<file path="config.mk">
export PLATFORM = sky130hd
export DESIGN_NAME = ddram_arb
export DESIGN_NICKNAME = d
export VERILOG_FILES = /design/src/rtl/ddram_arb.sv
export SDC_FILE = /design/constraint.sdc
export NUM_CORES = 1
export LEC_CHECK = 0
export ABC_CLOCK_PERIOD_IN_PS = 2150
export BUFFER_PORTS_ARGS = -buffer_cell sky130_fd_sc_hd__buf_2
export CAP_MARGIN = 20
export CORE_AREA = 10 10 169 171
export CTS_BUF_LIST = sky130_fd_sc_hd__clkbuf_16
export DETAILED_ROUTE_END_ITERATION = 10
export DIE_AREA = 0 0 179 181
export GPL_ROUTABILITY_DRIVEN = 0
export MAX_ROUTING_LAYER = met4
export PLACE_DENSITY_LB_ADDON = 0.08
export SYNTH_ARGS = -nofsm -noshare
export SYNTH_HDL_FRONTEND = slang
export SYNTH_SLANG_ARGS = --single-unit
</file>
<file path="constraint.sdc">
create_clock -name clk_sys -period 2.15 [get_ports clk_sys]
set_clock_uncertainty 0.2 [all_clocks]
set_input_delay 0.1075 -clock clk_sys [delete_from_list [all_inputs] [get_ports clk_sys]]
set_output_delay 0.1075 -clock clk_sys [all_outputs]
set_load 0.005 [all_outputs]
</file>
<file path="src/rtl/ddram_arb.sv">
// Two-port arbiter for the shared DDR3 Avalon-MM burst port: port 0 burst reads, port 1 single-word rd/wr.
// Define DDRAM_ARB_RR_EN for round-robin arbitration; default build is fixed priority with port 0 winning.
module ddram_arb #(
  parameter int P0_MAXBURST = 128
) (
  input  logic        clk_sys,
  input  logic        reset_n,

  input  logic        p0_rd,
  input  logic [28:0] p0_addr,
  input  logic [7:0]  p0_burst,
  output logic        p0_ack,
  output logic [63:0] p0_dout,
  output logic        p0_dvalid,

  input  logic        p1_rd,
  input  logic        p1_we,
  input  logic [28:0] p1_addr,
  input  logic [63:0] p1_din,
  input  logic [7:0]  p1_be,
  output logic        p1_ack,
  output logic [63:0] p1_dout,
  output logic        p1_dvalid,

  input  logic        ddram_busy,
  input  logic [63:0] ddram_dout,
  input  logic        ddram_dout_ready,
  output logic [7:0]  ddram_burstcnt,
  output logic [28:0] ddram_addr,
  output logic        ddram_rd,
  output logic        ddram_we,
  output logic [63:0] ddram_din,
  output logic [7:0]  ddram_be
);

  // state  | meaning
  // IDLE   | sample requests, register the winner's command
  // CMD    | command on the bus, held while ddram_busy
  // RDWAIT | route returned beats to the owner until the burst completes
  typedef enum logic [1:0] {IDLE, CMD, RDWAIT} state_t;

  localparam logic [7:0] MAX_LEN = 8'(P0_MAXBURST);

  state_t     state;
  logic       owner;
  logic [7:0] beats;
  logic [7:0] p0_len;
  logic       req1;
  logic       grant_any;
  logic       grant1;
  logic       cmd_done;

`ifdef DDRAM_ARB_RR_EN
  logic       rr_ptr;
`endif

  always_comb begin
    p0_len = p0_burst;
    if (p0_burst == 8'd0)
      p0_len = 8'd1;
    else if (p0_burst > MAX_LEN)
      p0_len = MAX_LEN;
  end

  assign req1      = p1_rd | p1_we;
  assign grant_any = p0_rd | req1;

`ifdef DDRAM_ARB_RR_EN
  // rr_ptr names the port preferred when both are requesting
  assign grant1 = req1 & (~p0_rd | rr_ptr);
`else
  assign grant1 = req1 & ~p0_rd;
`endif

  assign cmd_done = (state == CMD) && !ddram_busy;
  assign p0_ack   = cmd_done && !owner;
  assign p1_ack   = cmd_done && owner;

  always_ff @(posedge clk_sys or negedge reset_n) begin
    if (!reset_n) begin
      state          <= IDLE;
      owner          <= 1'b0;
      beats          <= 8'd0;
      ddram_burstcnt <= 8'd0;
      ddram_addr     <= 29'd0;
      ddram_rd       <= 1'b0;
      ddram_we       <= 1'b0;
      ddram_din      <= 64'd0;
      ddram_be       <= 8'd0;
      p0_dout        <= 64'd0;
      p0_dvalid      <= 1'b0;
      p1_dout        <= 64'd0;
      p1_dvalid      <= 1'b0;
`ifdef DDRAM_ARB_RR_EN
      rr_ptr         <= 1'b0;
`endif
    end else begin
      p0_dvalid <= 1'b0;
      p1_dvalid <= 1'b0;
      case (state)
        IDLE: begin
          if (grant_any) begin
            state <= CMD;
            if (grant1) begin
              // write wins a simultaneous rd+we; the read stays pending
              owner          <= 1'b1;
              ddram_addr     <= p1_addr;
              ddram_burstcnt <= 8'd1;
              ddram_rd       <= ~p1_we;
              ddram_we       <= p1_we;
              ddram_din      <= p1_din;
              ddram_be       <= p1_be;
            end else begin
              owner          <= 1'b0;
              ddram_addr     <= p0_addr;
              ddram_burstcnt <= p0_len;
              ddram_rd       <= 1'b1;
              ddram_we       <= 1'b0;
              ddram_be       <= 8'hFF;
            end
          end
        end

        CMD: begin
          if (!ddram_busy) begin
            ddram_rd <= 1'b0;
            ddram_we <= 1'b0;
`ifdef DDRAM_ARB_RR_EN
            rr_ptr   <= ~owner;
`endif
            if (ddram_rd) begin
              beats <= ddram_burstcnt;
              state <= RDWAIT;
            end else begin
              state <= IDLE;
            end
          end
        end

        RDWAIT: begin
          if (ddram_dout_ready) begin
            if (owner) begin
              p1_dout   <= ddram_dout;
              p1_dvalid <= 1'b1;
            end else begin
              p0_dout   <= ddram_dout;
              p0_dvalid <= 1'b1;
            end
            beats <= beats - 8'd1;
            if (beats <= 8'd1)
              state <= IDLE;
          end
        end

        default: state <= IDLE;
      endcase
    end
  end

endmodule
</file>
==> results.toml <==
[routing]
drc = 0
wl_per_cell_um = 20.5
drtIter0Drc = 373
postRouteAntennaNets = 0
totalWireLength_um = 34400
dr_total_vias = 8084
dr.pass1.iters = 4
viasPerCell = 4.81

[global_routing]
grt_pass1_vias = 8987
antenna_found_initial = 5
grt-ovfl-total = 0
grt_max_degree = 67
grt_usage_pct = 21.3
grt_pass1_wl_um = 53300

[yosys]
synth-seq-area-share_pct = 59.7
netlist_instances = 640
netlist_area_mm2 = 0.0106
ys.flop_type = "dfrtp_1"
synth_top_area_share_pct = 59.7
ys_warn_count = 0
netlist_top_cells_area = "dfrtp_1 (60%), mux2_4 (16%), mux2_2 (15%)"
synthArstFlopShare_pct = 100
yosysTopAreaCell = "dfrtp_1"
ys_types = 48
syn-num-nets = 851
avgSynthCellArea_um2 = 16.5
ys_ff_latch = 252
synth_edf_count = 0

[timing]
final.setup.tns_ns = 0
finalSetupViolCount = 0
hold_viol = 0
fin_ws_ns = 0.0811
rsz0062_at_grt = "no"
fmax_mhz = 483
slew_headroom_pct = 43.5
fin_crit_sh_pct = 96.2
slew_violations = 0
fin_crit_ns = 2.07
tightest_slew_ns = 0.841

[final_layout]
fin_nets = 1536
area_growth_pct = 55.1
final_cell_mix = "buf_2 (450), dfrtp_1 (250), dlygate4sd3_1 (211), mux2_2 (138), mux2_4 (110)"
final_cell_area_mm2 = 0.0164
final_layout_size_suffix_gt1_share_pct = 58.4
mostFrequentLayoutCell = "buf_2"

[floorplanning]
fp.coreArea_mm2 = 0.0250
dieArea_mm2 = 0.0324
initial_utilization_pct = 42.2
die_w_um = 179
io_pins = 452
rows = 58
fp.dieH_um = 181

[worst_setup_path]
critPathArrivalTime_ns = 1.76
rr_endpoint = "state[0]$_DFFE_PN0P_"
slowest_delay_ns = 0.42
worst-path-buf-inv = 2
reg2reg_depth = 6
slowest_stage = "or3b_4"
crit_type = "reg -> out"
crit_family = "simple AND/OR/NAND/NOR gates"
crit_fanout = 8
startpoint_type = "flop"
crit_chain = "buf_4 > or3b_4 > nor2_2 > buf_2"
r2r-start = "state[1]$_DFFE_PN0P_"
endpoint_kind = "output pin"
cp.required_ns = 1.84
r2r_slack_ns = 0.12

[clocking]
clock_sinks = 252
cts_buffers = 28
cts_buffer_depth = 3
htreeDepth = 1
clk_latency_ns = 0.53
cts_root_buf = "clkbuf_16"
clk_pin_slew_ns = 0.07
cts_tree = "built"

[power_and_ir_drop]
peakVddDrop_mv = 0.751
powerDensity_mw_per_mm2 = 1310
p_leak_nw = 8.24
power_w = 0.0215

[placed_design]
portBuffers = 451
hpwl_um = 24600
pre_cts_ws_ns = 0.187
placed_cell_area_mm2 = 0.0133

[hold_path]
min_to = "ddram_din[62]$_DFFE_PN0P_"
hold_start = "p1_din[62]"
hold_depth = 3
hp-class = "in -> reg"

[flow_run]
maxCapViolations = 0

[status]
status = "finished clean"
metrics by stage:
step / instances / hold slack [ns] / util (%)
6_report: 1681 / 0.136 / 65.4
5_1_grt: 1681 / 0.132 / 65.4
4_1_cts: 1677 / 0.0962 / 65.4
3_5_place_dp: 1412 / -0.0933 / 53.2
3_3_place_gp: 1412 / -0.0956 / 53.2
2_1_floorplan: 640 / -0.388 / -
final cells by class:
cell class / instances / area (um2)
diodes: 5 / 12.5
clock buffers: 29 / 726
clock inverters: 22 / 184
fillers: 1864 / 8650
inverters: 5 / 18.8
multi-input cells: 347 / 3970
flip-flops and latches: 252 / 6310
well taps: 330 / 413
repair buffers: 691 / 4750
worst register-to-register path: stages (launching register included):
cell and delay, ns:
dfrtp_2 0.41, buf_4 0.17, nor2_1 0.19, buf_4 0.17
o31ai_1 0.18, nand2_1 0.10, dlygate4sd3_1 0.55
what timing repair did:
item	in CTS	in global routing
setup buffers	2	0
endpoints found under the setup margin	2	2
hold endpoints to repair	500	0
hold buffers	212	0
resized for setup	5	2
pin swaps	0	0
Yosys cell counts, drive strengths merged, types with 5 or more instances:
library cell  count
dfrtp           252
o22a              8
nand2             5
buf              32
nor2              9
inv               5
mux2            251
o21ai             5
nand3             5
a22o              6
o22ai             5
how the worst max path moves through the flow:
stage,from,endpoint,cells after the start
2_1_floorplan,state[1]$_DFFE_PN0P_,p1_dout[0]$_DFFE_PN0P_,7
3_3_place_gp,state[1]$_DFFE_PN0P_,p1_dout[30]$_DFFE_PN0P_,4
3_5_place_dp,state[0]$_DFFE_PN0P_,p1_dout[27]$_DFFE_PN0P_,4
4_1_cts,state[1]$_DFFE_PN0P_,ddram_we$_DFFE_PN0P_,5
5_1_grt,state[1]$_DFFE_PN0P_,p1_ack,4
6_report,state[1]$_DFFE_PN0P_,p0_ack,4
logic make-up (layout without fill, tap and decap cells):
family,Yosys count,in the layout,share of synthesized area (%)
muxes,252,252,30.8
DFF,252,252,59.7
other,0,5,0
adders and majority gates,2,2,0.237
buffers and inverters,41,747,3.08
AOI/OAI and AO/OA,48,48,3.47
and+or+nand+nor,45,45,2.77
registers in the layout, summed over array words and instances (netlist names):
register and count:
ddram_din 64, p0_dvalid 1, p1_dvalid 1, ddram_be 8
p1_dout 64, beats 8, state 2, ddram_we 1
ddram_burstcnt 8, owner 1, ddram_rd 1, ddram_addr 29
p0_dout 64
where the power goes:
part	switching (W)	leakage (nW)	internal, W
combinational	0.00336	4.79	0.00500
sequential	0.00136	3.02	0.00710
clock	0.00195	0.434	0.00270
total	0.00668	8.24	0.0148
routing by layer:
layer / global-route usage [%] / routed length [um] / up-vias
met3: 4.13 / 2450 / 69
met2: 35.5 / 17500 / 317
met4: 7.81 / 1190 / 0
met1: 25.1 / 13300 / 3988
met5: - / 0 / -
li1: - / - / 3710
No activity file was read; power rests on OpenSTA's default activity.
